[src/rtl/proc_sequencer_pkg.sv]
// Shared definitions for the bus-processor instruction sequencer:
// opcodes, register indices, word widths, FSM state and FIFO entry layout.
package proc_sequencer_pkg;

    localparam int INSTR_W = 6;
    localparam int DATA_W  = 8;
    localparam int WORD_W  = INSTR_W + DATA_W;

    localparam logic [1:0] OP_MVI = 2'b00;
    localparam logic [1:0] OP_MV  = 2'b01;
    localparam logic [1:0] OP_ADD = 2'b10;
    localparam logic [1:0] OP_SUB = 2'b11;

    localparam logic [1:0] R0 = 2'd0;
    localparam logic [1:0] R1 = 2'd1;
    localparam logic [1:0] R2 = 2'd2;
    localparam logic [1:0] R3 = 2'd3;

    typedef enum logic [1:0] {
        S_IDLE,
        S_ISSUE,
        S_WAIT
    } state_t;

    // Field order matches the {in_instr, in_data} push word.
    typedef struct packed {
        logic [1:0]        f;
        logic [1:0]        rx;
        logic [1:0]        ry;
        logic [DATA_W-1:0] data;
    } instr_t;

endpackage

[src/rtl/proc_sequencer_sync_fifo.sv]
// Synchronous FIFO with registered occupancy count; pushes while full
// and pops while empty are ignored.
module sync_fifo #(
    parameter int WIDTH = 14,
    parameter int DEPTH = 8
) (
    input  logic                       clk,
    input  logic                       reset,
    input  logic                       push,
    input  logic [WIDTH-1:0]           push_data,
    input  logic                       pop,
    output logic [WIDTH-1:0]           pop_data,
    output logic                       full,
    output logic                       empty,
    output logic [$clog2(DEPTH):0]     count
);

    localparam int AW = $clog2(DEPTH);
    localparam int CW = AW + 1;

    logic [WIDTH-1:0] mem [DEPTH];
    logic [AW-1:0]    wr_ptr;
    logic [AW-1:0]    rd_ptr;
    logic             do_push;
    logic             do_pop;

    assign full     = (count == CW'(DEPTH));
    assign empty    = (count == '0);
    assign do_push  = push && !full;
    assign do_pop   = pop && !empty;
    assign pop_data = mem[rd_ptr];

    // NOTE: the storage array carries no reset; occupancy is tracked by the
    // pointers and count, so stale contents are never observed.
    always_ff @(posedge clk) begin
        if (do_push) begin
            mem[wr_ptr] <= push_data;
        end
    end

    // NOTE: all sequential state uses non-blocking assignment so every
    // register samples its pre-edge inputs regardless of statement order.
    always_ff @(posedge clk) begin
        if (reset) begin
            wr_ptr <= '0;
            rd_ptr <= '0;
            count  <= '0;
        end else begin
            if (do_push) wr_ptr <= wr_ptr + 1'b1;
            if (do_pop)  rd_ptr <= rd_ptr + 1'b1;
            unique case ({do_push, do_pop})
                2'b10:   count <= count + 1'b1;
                2'b01:   count <= count - 1'b1;
                default: count <= count;
            endcase
        end
    end

endmodule

[src/rtl/proc_sequencer.sv]
// Instruction feeder for the 8-bit bus processor: buffers pushed words,
// issues one at a time with a w strobe, captures BusWires on Done, and
// abandons an instruction that never completes.
module proc_sequencer
    import proc_sequencer_pkg::*;
#(
    parameter int DEPTH   = 8,
    parameter int TIMEOUT = 15
) (
    input  logic               Clock,
    input  logic               Reset,
    input  logic               run,
    input  logic               in_valid,
    output logic               in_ready,
    input  logic [INSTR_W-1:0] in_instr,
    input  logic [DATA_W-1:0]  in_data,
    output logic               w,
    output logic [1:0]         F,
    output logic [1:0]         Rx,
    output logic [1:0]         Ry,
    output logic [DATA_W-1:0]  Data,
    input  logic               Done,
    input  logic [DATA_W-1:0]  BusWires,
    output logic [DATA_W-1:0]  result,
    output logic               result_valid,
    output logic               busy,
    output logic               error,
    output logic [7:0]         issued_cnt
);

    localparam int WD_W = $clog2(TIMEOUT);

    state_t                  state;
    logic [WD_W-1:0]         wd_cnt;
    logic [WORD_W-1:0]       fifo_rdata;
    logic                    fifo_full;
    logic                    fifo_empty;
    logic [$clog2(DEPTH):0]  fifo_count_unused;
    logic                    issue;
    instr_t                  head;

    // in_ready comes from the registered count, so a same-cycle pop
    // never opens a slot while full.
    assign in_ready = !fifo_full;
    assign issue    = (state == S_IDLE) && run && !fifo_empty;
    assign head     = instr_t'(fifo_rdata);

    sync_fifo #(
        .WIDTH (WORD_W),
        .DEPTH (DEPTH)
    ) u_fifo (
        .clk       (Clock),
        .reset     (Reset),
        .push      (in_valid),
        .push_data ({in_instr, in_data}),
        .pop       (issue),
        .pop_data  (fifo_rdata),
        .full      (fifo_full),
        .empty     (fifo_empty),
        .count     (fifo_count_unused)
    );

    always_ff @(posedge Clock) begin
        if (Reset) begin
            state        <= S_IDLE;
            wd_cnt       <= '0;
            w            <= 1'b0;
            F            <= '0;
            Rx           <= '0;
            Ry           <= '0;
            Data         <= '0;
            result       <= '0;
            result_valid <= 1'b0;
            busy         <= 1'b0;
            error        <= 1'b0;
            issued_cnt   <= '0;
        end else begin
            result_valid <= 1'b0;
            unique case (state)
                S_IDLE: begin
                    if (issue) begin
                        F     <= head.f;
                        Rx    <= head.rx;
                        Ry    <= head.ry;
                        Data  <= head.data;
                        w     <= 1'b1;
                        busy  <= 1'b1;
                        state <= S_ISSUE;
                    end
                end
                S_ISSUE: begin
                    w      <= 1'b0;
                    wd_cnt <= '0;
                    state  <= S_WAIT;
                end
                S_WAIT: begin
                    // Fields stay untouched here: the processor reads Data at T1.
                    if (Done) begin
                        result       <= BusWires;
                        result_valid <= 1'b1;
                        issued_cnt   <= issued_cnt + 8'd1;
                        busy         <= 1'b0;
                        state        <= S_IDLE;
                    end else if (wd_cnt == WD_W'(TIMEOUT - 1)) begin
                        error <= 1'b1;
                        busy  <= 1'b0;
                        state <= S_IDLE;
                    end else begin
                        wd_cnt <= wd_cnt + 1'b1;
                    end
                end
                default: state <= S_IDLE;
            endcase
        end
    end

endmodule

[config.mk]
export PLATFORM = sky130hd
export DESIGN_NAME = proc_sequencer
export DESIGN_NICKNAME = d
export VERILOG_FILES = /design/src/rtl/proc_sequencer_pkg.sv /design/src/rtl/proc_sequencer_sync_fifo.sv /design/src/rtl/proc_sequencer.sv
export SDC_FILE = /design/constraint.sdc
export NUM_CORES = 1
export LEC_CHECK = 0
export CORE_UTILIZATION = 56
export DETAILED_ROUTE_END_ITERATION = 10
export MAX_ROUTING_LAYER = met4
export PLACE_DENSITY = 0.82
export RECOVER_POWER = 100
export SYNTH_ARGS = -nofsm -noshare
export SYNTH_HDL_FRONTEND = slang
export SYNTH_SLANG_ARGS = --single-unit
export TNS_END_PERCENT = 10
[constraint.sdc]
create_clock -name Clock -period 3.72 [get_ports Clock]
set_input_delay 1.116 -clock Clock [delete_from_list [all_inputs] [get_ports Clock]]
set_output_delay 1.116 -clock Clock [all_outputs]
set_load 0.01 [all_outputs]
* Word level (Yosys, flattened, before mapping)
Memory sizes are Yosys's and may differ from the RTL's. A register that Yosys moved wholly into a read port is not among the register bits.
Cells that the tools add are included.
W data, S select, Z words.
** Storage, ports and cells
- Register bits after elaboration :: 36
- Memory bits (writable) :: 112
- Output and inout port bits :: 35
- Logic and storage cells :: 66
- Memories :: 1
** Memory list
- u_fifo.mem :: depth 8, width 14, rd ports 1, clocked after Yosys merged registers in 1, wr ports 1, RTL line proc_sequencer_sync_fifo.sv:21 : logic [WIDTH-1:0] mem [DEPTH];
** Cells by class
- Add/subtract/negate cells :: 6
- Equality and inequality tests :: 10
- Muxes and demuxes :: 16
- Bitwise gates (word level) :: 2
- Reductions and logical operators :: 20
** Operator list (number)
- $pmux W4 S2 :: 2
- $reduce_and A3 Y1 :: 3
- $add A4 B1 Y4 const B :: 2
- $add A8 B1 Y8 const B :: 1
- $eq A4 B4 Y1 const B :: 2
- $mux W4 :: 2
- $reduce_and A2 Y1 :: 4
- $reduce_bool A2 Y1 :: 4
- $add A3 B1 Y3 const B :: 2
- $mux W1 :: 6
- $mux W2 :: 3
- $pmux W2 S3 :: 1
- $eq A2 B1 Y1 const B :: 2
- $eq A2 B2 Y1 const B :: 2
- $logic_and A1 B1 Y1 :: 4
- $logic_not A4 Y1 :: 1
- $ne A2 B2 Y1 const B :: 2
- $pmux W1 S2 :: 2
- $sub A4 B1 Y4 const B :: 1
- $ne A3 B3 Y1 const B :: 1
- $logic_not A1 Y1 :: 2
- $logic_not A2 Y1 :: 1
- $ne A2 B1 Y1 const B :: 1
- $not A1 Y1 :: 2
- $reduce_or A2 Y1 :: 1

* Depth between registers and ports, before layout
- Word-level depth :: 6
- Mapped depth :: 11
- Gate-level depth less buffers :: 10

* Modules after synthesis
A second synthesis with hierarchy kept.
** Second synthesis, totals
- Cells, all modules :: 420
- Area, all modules :: 6507.5 um2
** Modules (own cells, without submodules)
- sync_fifo :: instances 1, cells each 235, area an instance 4944.7 um2, seq. area each 3623.5 um2
- proc_sequencer :: instances 1, cells each 185, area an instance 1562.7 um2, seq. area each 800.8 um2

* Worst setup path before layout
Ideal clock, no wire load.
- Kind :: input-to-reg
- Start point :: in run
- End point :: reg u_fifo.count[3]
- Setup time :: 121 ps
- Data arrival time :: 2921 ps
- Data required time :: 3599 ps
- Setup slack :: 678 ps
- Stages :: 8
- Buffers on the path :: 1
- Cells stage by stage :: nor3b_2 nand2_2 inv_2 buf_6 ha_1 or3_1 o32ai_1 mux2_2
** On the way
- Cells in the longest elaborated chain, start to end :: 5
- Elaborated cells between the ends (all ways) :: 7
- Classes of those cells :: eq/ne: 2; mux: 1; reduce/logical: 4
** RTL lines
- start: declaration :: RTL line proc_sequencer.sv:12 : input logic run,
- $logic_and A1 B1 Y1 * (2 in series) :: RTL line proc_sequencer.sv:45 : assign issue = (state == S_IDLE) && run && !fifo_empty;
- $logic_and A1 B1 Y1 * :: RTL line proc_sequencer_sync_fifo.sv:30 : assign do_pop = pop && !empty;
- via u_fifo.do_pop :: RTL line proc_sequencer_sync_fifo.sv:25 : logic do_pop;
- $eq A2 B1 Y1 / $eq A2 B2 Y1 (equally long branches) :: RTL line proc_sequencer_sync_fifo.sv:51 : unique case ({do_push, do_pop})
- $pmux W4 S2 / $reduce_bool A2 Y1 (equally long branches)
- end signal: assignment :: RTL line proc_sequencer_sync_fifo.sv:52 : 2'b10: count <= count + 1'b1;
- end signal: assignment :: RTL line proc_sequencer_sync_fifo.sv:53 : 2'b01: count <= count - 1'b1;
- end signal: assignment :: RTL line proc_sequencer_sync_fifo.sv:54 : default: count <= count;
- end: declaration :: RTL line proc_sequencer_sync_fifo.sv:15 : output logic [$clog2(DEPTH):0] count
Mark *: on every way through the listed nets, which the timed path passes. The rest lies on a longest branch.
A chain may end at the register's enable or synchronous reset.

* Worst setup path in the final report
- Start point :: reg u_fifo.count[2]
- End point :: out in_ready
** On the way
- Cells in the longest elaborated chain, start to end :: 2
** RTL lines
- $eq A4 B4 Y1 :: RTL line proc_sequencer_sync_fifo.sv:27 : assign full = (count == CW'(DEPTH));
- $logic_not A1 Y1 :: RTL line proc_sequencer.sv:44 : assign in_ready = !fifo_full;
- end: declaration :: RTL line proc_sequencer.sv:14 : output logic in_ready,
Every way passes these cells.

==> reports/results.txt <==
Syn Area/Cell: 15.7 µm²
Tot GR Track Use: 23.6%
Main flop type after synthesis: edfxtp_1
Post-synthesis compound-gate area fraction: 3.62%
First-pass GRT wire length: 18800 µm
Largest stage delay, worst path: 660 ps
Die W: 108 µm
Fin cells: 628
Port Buffer Count: 61
Min cycle time layout: 3280 ps
Worst setup SP type: register
Hold_buf cts: 0
Die height: 108 µm
Hold_sp: result[0]$_SDFFE_PP0P_
Slowest cell on crit path: dlygate4sd3_1
RR Endpoint: u_fifo.count[2]$_SDFFE_PP0P_
Setup Total Neg Slack: 0 ps
Largest family of logic cells by synthesized area: multiplexers
Leakage dissipation: 0.00258 µW
Path depth of the worst reg2reg path: 10
Hold_ws: 459 ps
Fin worst setup slack: 445 ps
Total gr overflow: 0
Yosys top cell by area: edfxtp_1
Clk slew on worst S/H paths: 60 ps
RD Place Congestion: 0.783
Reg2reg setup slack: 970 ps
Hold Fails Final Rpt: 0
Syn nets: 434
Antenna-violating nets left: 0
Max_cap viols: 1
Post-Synth Adder-Cell Area: 1.60%
Headroom to the max-slew limit: -10.2%
I/O pins: 62
Post-synth EDFFs: 112
Yosys top cell area share: 53.8%
Simple-Gate Fraction of Synth Area: 10.4%
Worst-skew pair later-pin latency: 530 ps
DRC Markers: 0
Required time of the critical path: 2600 ps
Max Fclk: 305 MHz
Synth area leaders: edfxtp_1 (54%), dfxtp_1 (16%), mux4_2 (10%), nor2_1 (2.2%), nor3_2 (1.8%)
Fin crit share: 88.0%
Cell chain of the critical path: or4b_1, dlygate4sd3_1
XOR/XNOR share of the synthesized area: 1.96%
Via density: 5.74
First-pass DRT Iterations: 4
Die Area: 11600 µm²
Clk root buf: clkbuf_8
Status: finished with violations
Reg2reg start: u_fifo.count[2]$_SDFFE_PP0P_
Mapped Area: 6250 µm²
Avg WL per Cell: 19.1 µm
Clock buffer depth: 2
Largest net degree at the start of global routing: 33
Slew @ Worst Pin: 1650 ps
Distinct cells, synth: 41
# rows: 38
Number of post-CTS setup repair buffers: 0
Placement Setup Slack: 202 ps
Worst Path Arrival: 2160 ps
Placed Instances: 595
Vias in the first global route: 3603
H-tree depth: 4
Post-Syn Instances: 399
Initial antenna violation count: 1
Power Dens Cells: 669 nW/µm²
Setup CP Type: register to output port
Detailed-route via count: 3605
Clock Sinks: 162
Multi-input gate area in the final layout: 1760 µm²
CTS buffer count: 17
Resized Gates After CTS: 0
Layout cells sized above 1: 15.4%
CP endpoint kind: output port
Seq. cell area: 4370 µm²
Clock skew: 8.96 ps
CP max FO: 7
FFs w/ async S/R, synth: 0%
Setup Viol. Count Final: 0
Initial drt markers: 238
RSZ-0062 raised after global routing: no
Hold path cells: 2
Worst min path class: register to register
Yosys reg bits: 162
Final Max Tran Viols: 33
Ys Warns: 0
Placed wire-length estimate: 7270 µm
Area grow syn2layout: 20.3%
Worst Hold End: result[0]$_SDFFE_PP0P_
Layout Nets: 509
DRT Wirelength: 12000 µm
Failing checks: capacitance limit, slew limit
Max VDD drop: 0.000504 V
CTS tree: done
Most common cell in the netlist: edfxtp_1
Sequential fraction of the synthesis area: 69.8%
Fill cells: 723
Multiplexer share of the synthesized area: 10.8%
Core Region: 10800 µm²
Commonest cells in the netlist: edfxtp_1 (112), dfxtp_1 (50), nor2_1 (37)
Finished Core Util: 69.4%
Initial Utilization: 57.6%
flip-flops by register name, summed over array words and instances, names as in the netlist:
| register | count |
|---|---|
| state | 2 |
| Ry | 2 |
| result | 8 |
| u_fifo.mem | 112 |
| issued_cnt | 8 |
| u_fifo.count | 4 |
| F | 2 |
| Rx | 2 |
| error | 1 |
| w | 1 |
| wd_cnt | 4 |
| u_fifo.rd_ptr | 3 |
| u_fifo.wr_ptr | 3 |
| busy | 1 |
| result_valid | 1 |
| Data | 8 |
metrics by stage:
| stage | area [µm²] | total power [µW] |
|---|---|---|
| after global routing | 7520 | 5270 |
| after floorplan | 6250 | 3120 |
| after detailed placement | 7050 | 3540 |
| after CTS | 7600 | 5150 |
| final | 7520 | 5030 |
| after global placement | 7050 | 3490 |
layout by cell type (no fill, tap or decap), types with 3 or more instances in the layout:
cell	count
a21oi_1	19
clkbuf_1	14
clkbuf_16	16
clkbuf_8	3
clkdlybuf4s50_1	9
clkinv_2	3
dfxtp_1	49
dlygate4sd3_1	51
edfxtp_1	112
ha_1	8
inv_1	3
inv_6	4
mux4_2	28
nand2_1	28
nand2b_1	4
nand3_1	9
nand4_1	3
nor2_1	37
nor2b_1	5
nor3_1	12
nor3_2	9
o21ai_0	4
o22ai_1	14
or3_1	3
xnor2_1	5
xor2_1	9
worst max-delay path, delay by kind of cell, from the launching register on:
family	cells	cell delay (ps)
AND/OR/NAND/NOR	1	620
flip-flops	1	350
buffers and inverters	1	660
report_power, final:
group | total [µW] | switching [µW] | internal, µW
Combinational | 1090 | 536 | 558
Sequential | 2330 | 198 | 2130
Clock | 1610 | 679 | 927
area by class of cell:
cell class	instances	area share, %
Multi-Input combinational cell	216	23.3
Antenna cell	1	0.0333
Clock buffer	21	5.97
Clock inverter	11	1.33
Tap cell	140	2.33
Sequential cell	162	58.1
Timing Repair Buffer	74	8.79
Inverter	3	0.150
layer usage:
metal | track usage, % | vias to the layer above | part of all wire [%]
met3 | 7.51 | 10 | 5.9
li1 | - | 1682 | -
met2 | 37.5 | 108 | 50
met1 | 29.0 | 1805 | 43
met4 | 7.93 | 0 | 0.96
met5 | - | - | 0
kinds of logic after synthesis:
logic type,after synthesis
buffers and inverters,21
multiplexers,32
flip-flops,162
adder cells (fa/ha/maj),8
AO/OA/AOI/OAI,40
XOR/XNOR,14
AND/OR/NAND/NOR,122
worst max path at each step:
stage                                  from                           end  slack [ps]  cells after the start
3_3_place_gp                            run  u_fifo.count[3]$_SDFFE_PP0P_         340                      8
3_5_place_dp                            run  u_fifo.count[2]$_SDFFE_PP0P_         200                     11
4_1_cts        u_fifo.count[2]$_SDFFE_PP0P_                      in_ready         520                      2
2_1_floorplan                           run  u_fifo.count[3]$_SDFFE_PP0P_         680                      8
6_report       u_fifo.count[2]$_SDFFE_PP0P_                      in_ready         440                      2
5_1_grt                                 run  u_fifo.count[2]$_SDFFE_PP0P_         240                     11
(Power assumes the default switching activity.)
